==> src/rtl/riscv_mem_arbiter_if.sv <==
`default_nettype none
// ============================================================================
// Module   : riscv_mem_arbiter_if
// Brief    : Bundle of fetch, load/store and memory-side signals shared by
//            the RISC-V memory arbiter and its surroundings.
// Revision : 1.0 - initial release
// ============================================================================
interface riscv_mem_arbiter_if;
    logic        if_req;
    logic [31:0] if_addr;
    logic        if_gnt;
    logic        if_rvalid;
    logic [31:0] if_rdata;
    logic        d_req;
    logic        d_we;
    logic [31:0] d_addr;
    logic [31:0] d_wdata;
    logic        d_gnt;
    logic        d_rvalid;
    logic [31:0] d_rdata;
    logic        mem_en;
    logic        mem_rw;
    logic [31:0] mem_addr;
    logic [31:0] mem_wdata;
    logic [31:0] mem_rdata;

    // Arbiter side
    modport slave (
        input  if_req, if_addr, d_req, d_we, d_addr, d_wdata, mem_rdata,
        output if_gnt, if_rvalid, if_rdata, d_gnt, d_rvalid, d_rdata,
        output mem_en, mem_rw, mem_addr, mem_wdata
    );

    // Core and memory side
    modport master (
        output if_req, if_addr, d_req, d_we, d_addr, d_wdata, mem_rdata,
        input  if_gnt, if_rvalid, if_rdata, d_gnt, d_rvalid, d_rdata,
        input  mem_en, mem_rw, mem_addr, mem_wdata
    );
endinterface
`default_nettype wire

==> src/rtl/riscv_mem_arbiter.sv <==
`default_nettype none
// ============================================================================
// Module   : riscv_mem_arbiter
// Brief    : Two-requester (fetch / load-store) single-port memory arbiter.
//            One access outstanding at a time; grant -> busy -> response.
//            Default: data has fixed priority with a fetch starvation limit.
//            Macro ARB_ROUND_ROBIN_EN selects round-robin arbitration.
// Revision : 1.0 - initial release
// ============================================================================
module riscv_mem_arbiter #(
    parameter int unsigned STARVE_MAX = 4
) (
    input  wire logic         clk,
    input  wire logic         rst,
    riscv_mem_arbiter_if.slave bus
);
    localparam logic [1:0] c_IDLE    = 2'd0;
    localparam logic [1:0] c_BUSY_IF = 2'd1;
    localparam logic [1:0] c_BUSY_D  = 2'd2;
    localparam logic [1:0] c_RESP    = 2'd3;

    logic [1:0]  r_state_q,     w_state_d;
    logic        r_owner_d_q,   w_owner_d_d;   // 1: current access belongs to data port
    logic        r_store_q,     w_store_d;     // current data access is a store
    logic        r_if_gnt_q,    w_if_gnt_d;
    logic        r_d_gnt_q,     w_d_gnt_d;
    logic        r_if_rvalid_q, w_if_rvalid_d;
    logic        r_d_rvalid_q,  w_d_rvalid_d;
    logic [31:0] r_if_rdata_q,  w_if_rdata_d;
    logic [31:0] r_d_rdata_q,   w_d_rdata_d;
    logic        r_mem_en_q,    w_mem_en_d;
    logic        r_mem_rw_q,    w_mem_rw_d;
    logic [31:0] r_mem_addr_q,  w_mem_addr_d;
    logic [31:0] r_mem_wdata_q, w_mem_wdata_d;
    logic        w_pick_d;

`ifdef ARB_ROUND_ROBIN_EN
    logic        r_last_d_q,    w_last_d_d;    // last owner, 0 = fetch

    // Alternate on contention: whoever did not own the port last time wins
    always_comb begin
        w_pick_d = bus.d_req && (!bus.if_req || !r_last_d_q);
    end
`else
    localparam logic [3:0] c_STARVE_MAX = 4'(STARVE_MAX);
    logic [3:0]  r_starve_q,    w_starve_d;    // data grants made while fetch waited

    // Data wins unless fetch has waited through STARVE_MAX data grants
    always_comb begin
        w_pick_d = bus.d_req && (!bus.if_req || (r_starve_q != c_STARVE_MAX));
    end
`endif

    // Next-state logic: arbitration in IDLE, one busy cycle, then the response
    always_comb begin
        w_state_d     = r_state_q;
        w_owner_d_d   = r_owner_d_q;
        w_store_d     = r_store_q;
        w_if_gnt_d    = 1'b0;
        w_d_gnt_d     = 1'b0;
        w_if_rvalid_d = 1'b0;
        w_d_rvalid_d  = 1'b0;
        w_if_rdata_d  = r_if_rdata_q;
        w_d_rdata_d   = r_d_rdata_q;
        w_mem_en_d    = 1'b0;
        w_mem_rw_d    = 1'b0;
        w_mem_addr_d  = r_mem_addr_q;
        w_mem_wdata_d = r_mem_wdata_q;
`ifdef ARB_ROUND_ROBIN_EN
        w_last_d_d    = r_last_d_q;
`else
        w_starve_d    = r_starve_q;
`endif
        case (r_state_q)
            c_IDLE: begin
`ifndef ARB_ROUND_ROBIN_EN
                if (!bus.if_req) begin
                    w_starve_d = 4'd0;
                end
`endif
                if (bus.if_req || bus.d_req) begin
                    w_mem_en_d = 1'b1;
                    if (w_pick_d) begin
                        w_d_gnt_d    = 1'b1;
                        w_owner_d_d  = 1'b1;
                        w_store_d    = bus.d_we;
                        w_mem_rw_d   = bus.d_we;
                        w_mem_addr_d = bus.d_addr;
                        if (bus.d_we) begin
                            w_mem_wdata_d = bus.d_wdata;
                        end
                        w_state_d = c_BUSY_D;
`ifdef ARB_ROUND_ROBIN_EN
                        w_last_d_d = 1'b1;
`else
                        if (bus.if_req && (r_starve_q != c_STARVE_MAX)) begin
                            w_starve_d = r_starve_q + 4'd1;
                        end
`endif
                    end else begin
                        w_if_gnt_d   = 1'b1;
                        w_owner_d_d  = 1'b0;
                        w_store_d    = 1'b0;
                        w_mem_addr_d = bus.if_addr;
                        w_state_d    = c_BUSY_IF;
`ifdef ARB_ROUND_ROBIN_EN
                        w_last_d_d = 1'b0;
`else
                        w_starve_d = 4'd0;
`endif
                    end
                end
            end
            c_BUSY_IF, c_BUSY_D: begin
                w_state_d = c_RESP;
            end
            c_RESP: begin
                if (r_owner_d_q) begin
                    w_d_rvalid_d = 1'b1;
                    w_d_rdata_d  = r_store_q ? 32'd0 : bus.mem_rdata;
                end else begin
                    w_if_rvalid_d = 1'b1;
                    w_if_rdata_d  = bus.mem_rdata;
                end
                w_state_d = c_IDLE;
            end
            default: begin
                w_state_d = c_IDLE;
            end
        endcase
    end

    // State and output registers; reset aborts any access in flight
    always_ff @(posedge clk) begin
        if (rst) begin
            r_state_q     <= c_IDLE;
            r_owner_d_q   <= 1'b0;
            r_store_q     <= 1'b0;
            r_if_gnt_q    <= 1'b0;
            r_d_gnt_q     <= 1'b0;
            r_if_rvalid_q <= 1'b0;
            r_d_rvalid_q  <= 1'b0;
            r_if_rdata_q  <= 32'd0;
            r_d_rdata_q   <= 32'd0;
            r_mem_en_q    <= 1'b0;
            r_mem_rw_q    <= 1'b0;
            r_mem_addr_q  <= 32'd0;
            r_mem_wdata_q <= 32'd0;
`ifdef ARB_ROUND_ROBIN_EN
            r_last_d_q    <= 1'b0;
`else
            r_starve_q    <= 4'd0;
`endif
        end else begin
            r_state_q     <= w_state_d;
            r_owner_d_q   <= w_owner_d_d;
            r_store_q     <= w_store_d;
            r_if_gnt_q    <= w_if_gnt_d;
            r_d_gnt_q     <= w_d_gnt_d;
            r_if_rvalid_q <= w_if_rvalid_d;
            r_d_rvalid_q  <= w_d_rvalid_d;
            r_if_rdata_q  <= w_if_rdata_d;
            r_d_rdata_q   <= w_d_rdata_d;
            r_mem_en_q    <= w_mem_en_d;
            r_mem_rw_q    <= w_mem_rw_d;
            r_mem_addr_q  <= w_mem_addr_d;
            r_mem_wdata_q <= w_mem_wdata_d;
`ifdef ARB_ROUND_ROBIN_EN
            r_last_d_q    <= w_last_d_d;
`else
            r_starve_q    <= w_starve_d;
`endif
        end
    end

    assign bus.if_gnt    = r_if_gnt_q;
    assign bus.d_gnt     = r_d_gnt_q;
    assign bus.if_rvalid = r_if_rvalid_q;
    assign bus.d_rvalid  = r_d_rvalid_q;
    assign bus.if_rdata  = r_if_rdata_q;
    assign bus.d_rdata   = r_d_rdata_q;
    assign bus.mem_en    = r_mem_en_q;
    assign bus.mem_rw    = r_mem_rw_q;
    assign bus.mem_addr  = r_mem_addr_q;
    assign bus.mem_wdata = r_mem_wdata_q;
endmodule
`default_nettype wire
==> src/flat_wrapper.sv <==
// flat-port wrapper written by rule: the top's interface ports become plain ports
module riscv_mem_arbiter_flat 
#(
    parameter int unsigned STARVE_MAX = 4
)
  (clk, rst, bus_if_req, bus_if_addr, bus_d_req, bus_d_we, bus_d_addr, bus_d_wdata, bus_mem_rdata, bus_if_gnt, bus_if_rvalid, bus_if_rdata, bus_d_gnt, bus_d_rvalid, bus_d_rdata, bus_mem_en, bus_mem_rw, bus_mem_addr, bus_mem_wdata);
  riscv_mem_arbiter_if bus_i ();
  input  wire logic clk;
  input  wire logic rst;
  input wire logic [$bits(bus_i.if_req)-1:0] bus_if_req;
  input wire logic [$bits(bus_i.if_addr)-1:0] bus_if_addr;
  input wire logic [$bits(bus_i.d_req)-1:0] bus_d_req;
  input wire logic [$bits(bus_i.d_we)-1:0] bus_d_we;
  input wire logic [$bits(bus_i.d_addr)-1:0] bus_d_addr;
  input wire logic [$bits(bus_i.d_wdata)-1:0] bus_d_wdata;
  input wire logic [$bits(bus_i.mem_rdata)-1:0] bus_mem_rdata;
  output wire logic [$bits(bus_i.if_gnt)-1:0] bus_if_gnt;
  output wire logic [$bits(bus_i.if_rvalid)-1:0] bus_if_rvalid;
  output wire logic [$bits(bus_i.if_rdata)-1:0] bus_if_rdata;
  output wire logic [$bits(bus_i.d_gnt)-1:0] bus_d_gnt;
  output wire logic [$bits(bus_i.d_rvalid)-1:0] bus_d_rvalid;
  output wire logic [$bits(bus_i.d_rdata)-1:0] bus_d_rdata;
  output wire logic [$bits(bus_i.mem_en)-1:0] bus_mem_en;
  output wire logic [$bits(bus_i.mem_rw)-1:0] bus_mem_rw;
  output wire logic [$bits(bus_i.mem_addr)-1:0] bus_mem_addr;
  output wire logic [$bits(bus_i.mem_wdata)-1:0] bus_mem_wdata;
  assign bus_i.if_req = bus_if_req;
  assign bus_i.if_addr = bus_if_addr;
  assign bus_i.d_req = bus_d_req;
  assign bus_i.d_we = bus_d_we;
  assign bus_i.d_addr = bus_d_addr;
  assign bus_i.d_wdata = bus_d_wdata;
  assign bus_i.mem_rdata = bus_mem_rdata;
  assign bus_if_gnt = bus_i.if_gnt;
  assign bus_if_rvalid = bus_i.if_rvalid;
  assign bus_if_rdata = bus_i.if_rdata;
  assign bus_d_gnt = bus_i.d_gnt;
  assign bus_d_rvalid = bus_i.d_rvalid;
  assign bus_d_rdata = bus_i.d_rdata;
  assign bus_mem_en = bus_i.mem_en;
  assign bus_mem_rw = bus_i.mem_rw;
  assign bus_mem_addr = bus_i.mem_addr;
  assign bus_mem_wdata = bus_i.mem_wdata;
  riscv_mem_arbiter #(.STARVE_MAX(STARVE_MAX)) u_core (.clk(clk), .rst(rst), .bus(bus_i));
endmodule
==> config.mk <==
export PLATFORM = sky130hd
export DESIGN_NAME = riscv_mem_arbiter_flat
export DESIGN_NICKNAME = d
export VERILOG_FILES = /design/src/rtl/riscv_mem_arbiter_if.sv /design/src/rtl/riscv_mem_arbiter.sv /design/src/flat_wrapper.sv
export SDC_FILE = /design/constraint.sdc
export NUM_CORES = 1
export LEC_CHECK = 0
export ABC_AREA = 1
export CAP_MARGIN = 15
export CELL_PAD_IN_SITES_DETAIL_PLACEMENT = 1
export CELL_PAD_IN_SITES_GLOBAL_PLACEMENT = 2
export CORE_UTILIZATION = 21
export CTS_CLUSTER_DIAMETER = 50
export DETAILED_ROUTE_END_ITERATION = 12
export HOLD_SLACK_MARGIN = 0.06
export PLACE_DENSITY = 0.83
export SLEW_MARGIN = 20
export SYNTH_ARGS = -nofsm -noshare
export SYNTH_HDL_FRONTEND = slang
export SYNTH_SLANG_ARGS = --single-unit
export TNS_END_PERCENT = 50
==> constraint.sdc <==
create_clock -name clk -period 1.9 [get_ports clk]
set_input_delay 0.38 -clock clk [delete_from_list [all_inputs] [get_ports clk]]
set_output_delay 0.38 -clock clk [all_outputs]
set_load 0.1 [all_outputs]
==> flow_summary.yaml <==
synth:
  yosys-mux-area-fraction: 0
  synth_top_area_cell: "sky130_fd_sc_hd__dfxtp_1"
  synth.ff_latch_count: 142
  ys_top_cells_by_area: "sky130_fd_sc_hd__dfxtp_1 48%, sky130_fd_sc_hd__nor2_1 15%, sky130_fd_sc_hd__nand2_1 9.2%, sky130_fd_sc_hd__nand3_1 8.5%, sky130_fd_sc_hd__o21ai_0 5.2%"
  syn-instance-count: 839
  dominant_combinational_cell_family_by_area_after_synthesis: "simple AND/OR/NAND/NOR gates"
  avg_synthesized_cell_area_um2: 6.99
  synth-warning-count: 0
  share_of_yosys_cell_area_claimed_by_the_top_area_cell_type: 0.484
  synthDistinctLibCells: 24
  synth_seq_area_share: 0.484
  synth-adder-area-share: 0.0107
  synth_area_um2: 5870
  mappedNetlistNets: 977
  simple_gate_share_of_the_synthesized_area: 0.338
  synth-compound-area-share: 0.0616
  synth_xor_xnor_area_share: 0.00448
detailed_routing:
  starting_drc_count_in_detailed_routing: 259
  wl_um: 21000
  post-route-drc-count: 0
  ant_nets: 0
  vias: 6118
  post_drt_wl_per_cell_um: 14.1
  avgViaCountPerCell: 4.12
  detailedRoute.firstPassIterationCount: 4
pwr:
  p_leak_nw: 4.49
  power-per-cell-area_nw_per_um2: 1570
  vdd_ir_drop_max_v: 0.000932
  power.total_mw: 14.6
final_layout:
  most-common-layout-cells: "235 x sky130_fd_sc_hd__nor2_1, 151 x sky130_fd_sc_hd__buf_4, 144 x sky130_fd_sc_hd__nand2_1, 142 x sky130_fd_sc_hd__dfxtp_1, 132 x sky130_fd_sc_hd__clkdlybuf4s50_1"
  fillCellCount: 3398
  postLayoutCellArea_um2: 9300
  final_common_cell: "sky130_fd_sc_hd__nor2_1"
  insertedDiodeCount: 0
  area_growth_pct: 58.4
  fraction_of_layout_cells_with_a_size_suffix_above_1: 0.182
  post_layout_util: 0.342
  instances_no_fill: 1484
  fin_nets: 1237
global_route:
  grt_first_pass_wirelength_um: 33800
  number_of_antenna_violations_at_the_first_check_in_global_routing: 0
  first_global_vias: 6366
  grt_usage: 0.151
  grt_overflow_total: 0
  maximum_number_of_pins_on_one_net_before_global_route_repair: 65
sta:
  hold-worst-slack_ps: 470
  setup_total_negative_slack_ps: 0
  setup_viol_count_final: 0
  period_needed_ps: 1620
  finalHoldViolations: 0
  slew_violations: 0
  slew_headroom: 0.704
  max_clock_freq_mhz: 616
  tightest_slew_ps: 440
  grt_setup_unrepaired: "no"
  worst_slack_ps: 276
  final.period_utilization: 0.855
  timing.clock.skew_ps: 12.5
clock_tree:
  cts.path.max_buffers: 2
  postCtsSetupRepairBufs: 0
  clk_pin_slew_ps: 70
  clock-root-buffer: "sky130_fd_sc_hd__clkbuf_16"
  cts_sinks: 142
  cts-htree-levels: 4
  tritoncts.num_buffers: 17
  post_cts.resized_instances: 0
  postCtsHoldBufs: 0
  cts_tree: "built"
  worst_skew_pair.late_latency_ps: 430
hold_path:
  worstHoldStart: "u_core.bus.d_rdata[10]$_SDFFE_PP0P_"
  whs_path_depth: 2
  hold_path.class: "flop to flop"
  hold-path-endpoint: "u_core.bus.d_rdata[10]$_SDFFE_PP0P_"
placed_design:
  place_area_um2: 8720
  detailedPlacementHpwl_um: 14900
  dpl_worst_slack_ps: -9.45
  total_of_buffers_placed_on_input_and_output_ports: 266
  place.gp.congestion: 0.759
  place.detailed.instances: 1452
critical_path:
  reg2reg_setup_slack_ps: 280
  worstReg2RegEnd: "u_core.bus.mem_addr[24]$_SDFFE_PP0P_"
  timing.critical_path.arrival_ps: 1990
  critical_path.startpoint_type: "flop"
  ff2ff_path_depth: 8
  setup.worst_path.end_class: "flop"
  crit_required_ps: 2260
  r2r_start: "u_core.r_state_q[1]$_SDFFE_PP0P_"
  setup.worst_path.class: "flop to flop"
  timing.critical_path.fanout_max: 30
floorplanning:
  pin_count: 267
  die_area_um2: 28600
  fp.coreArea_um2: 27200
  dieHeight_um: 169
  initial_utilization: 0.216
  floorplan.die.width_um: 169
  rows: 60
run_status:
  outcome: "complete, no violations"
flow_run:
  maxCapViolations: 0
==> cell usage after synthesis <==
cell type and count:
sky130_fd_sc_hd__inv_1 75, sky130_fd_sc_hd__nand2_2 1, sky130_fd_sc_hd__nor3_1 2, sky130_fd_sc_hd__o21ai_0 61, sky130_fd_sc_hd__buf_1 12, sky130_fd_sc_hd__nand2_1 144, sky130_fd_sc_hd__inv_2 3, sky130_fd_sc_hd__nand3b_1 1
sky130_fd_sc_hd__o21ai_1 4, sky130_fd_sc_hd__xnor2_1 1, sky130_fd_sc_hd__clkbuf_1 21, sky130_fd_sc_hd__ha_1 5, sky130_fd_sc_hd__buf_6 11, sky130_fd_sc_hd__buf_2 6, sky130_fd_sc_hd__nand4_1 1, sky130_fd_sc_hd__nor2_1 237
sky130_fd_sc_hd__xor2_1 2, sky130_fd_sc_hd__dfxtp_1 142, sky130_fd_sc_hd__o22ai_1 2, sky130_fd_sc_hd__nand3_1 100, sky130_fd_sc_hd__a21oi_2 1, sky130_fd_sc_hd__buf_4 3, sky130_fd_sc_hd__a21oi_1 3, sky130_fd_sc_hd__nand4_4 1
==> per-layer routing <==
layer	GRT usage	up-vias	share of wire
met5	0	-	0
met4	0.0478	0	0.019
met3	0.0564	25	0.083
met2	0.243	199	0.44
met1	0.186	2777	0.46
li1	-	3117	-
==> power by group <==
group	internal, mW	total [mW]	switching (mW)
registers	3.58	3.92	0.333
logic	1.67	7.31	5.64
clock network	1.85	3.34	1.49
total	7.10	14.6	7.47
==> worst max-delay path by stage <==
stage / cells past startpoint / startpoint / slack, ps / endpoint
after floorplan: 9 / u_core.r_state_q[0]$_SDFFE_PP0P_ / 470 / u_core.bus.mem_addr[17]$_SDFFE_PP0P_
after global placement: 7 / bus_if_req / 50 / u_core.bus.mem_wdata[26]$_SDFFE_PP0P_
after detailed placement: 7 / bus_if_req / -9 / u_core.bus.mem_wdata[15]$_SDFFE_PP0P_
after CTS: 8 / u_core.r_state_q[1]$_SDFFE_PP0P_ / 250 / u_core.bus.mem_addr[24]$_SDFFE_PP0P_
after global routing: 8 / u_core.r_starve_q[1]$_SDFFE_PP0N_ / 90 / u_core.bus.mem_wdata[30]$_SDFFE_PP0P_
final: 8 / u_core.r_state_q[1]$_SDFFE_PP0P_ / 280 / u_core.bus.mem_addr[24]$_SDFFE_PP0P_
==> kinds of logic after synthesis <==
family                   Yosys count
adder cells (fa/ha/maj)            5
buffers and inverters            131
AND/OR/NAND/NOR                  487
flip-flops                       142
AO/OA/AOI/OAI                     71
XOR/XNOR                           3
==> worst max-delay path, cell delays in order (launching register included) <==
cell	delay [ps]
sky130_fd_sc_hd__dfxtp_1	340
sky130_fd_sc_hd__inv_1	80
sky130_fd_sc_hd__ha_1	250
sky130_fd_sc_hd__inv_1	150
sky130_fd_sc_hd__a21oi_4	190
sky130_fd_sc_hd__buf_12	200
sky130_fd_sc_hd__buf_4	160
sky130_fd_sc_hd__o21ai_1	60
sky130_fd_sc_hd__nor2_1	120
==> registers in the layout, summed over array words and instances, names as in the netlist, 2 cells and up <==
register and flops:
u_core.bus.d_rdata 32, u_core.bus.if_rdata 32, u_core.bus.mem_addr 32, u_core.bus.mem_wdata 32, u_core.r_starve_q 4, u_core.r_state_q 2
==> layout make-up <==
class	instances	area, um2	share of cell area
Clock inverter	15	150	0.0161
Tap cell	372	465	0.0501
Inverter	78	294	0.0316
Timing Repair Buffer	294	2680	0.288
Sequential cell	142	2840	0.306
Multi-Input combinational cell	566	2440	0.263
Clock buffer	17	425	0.0458
No activity file was read; power rests on OpenSTA's default activity.
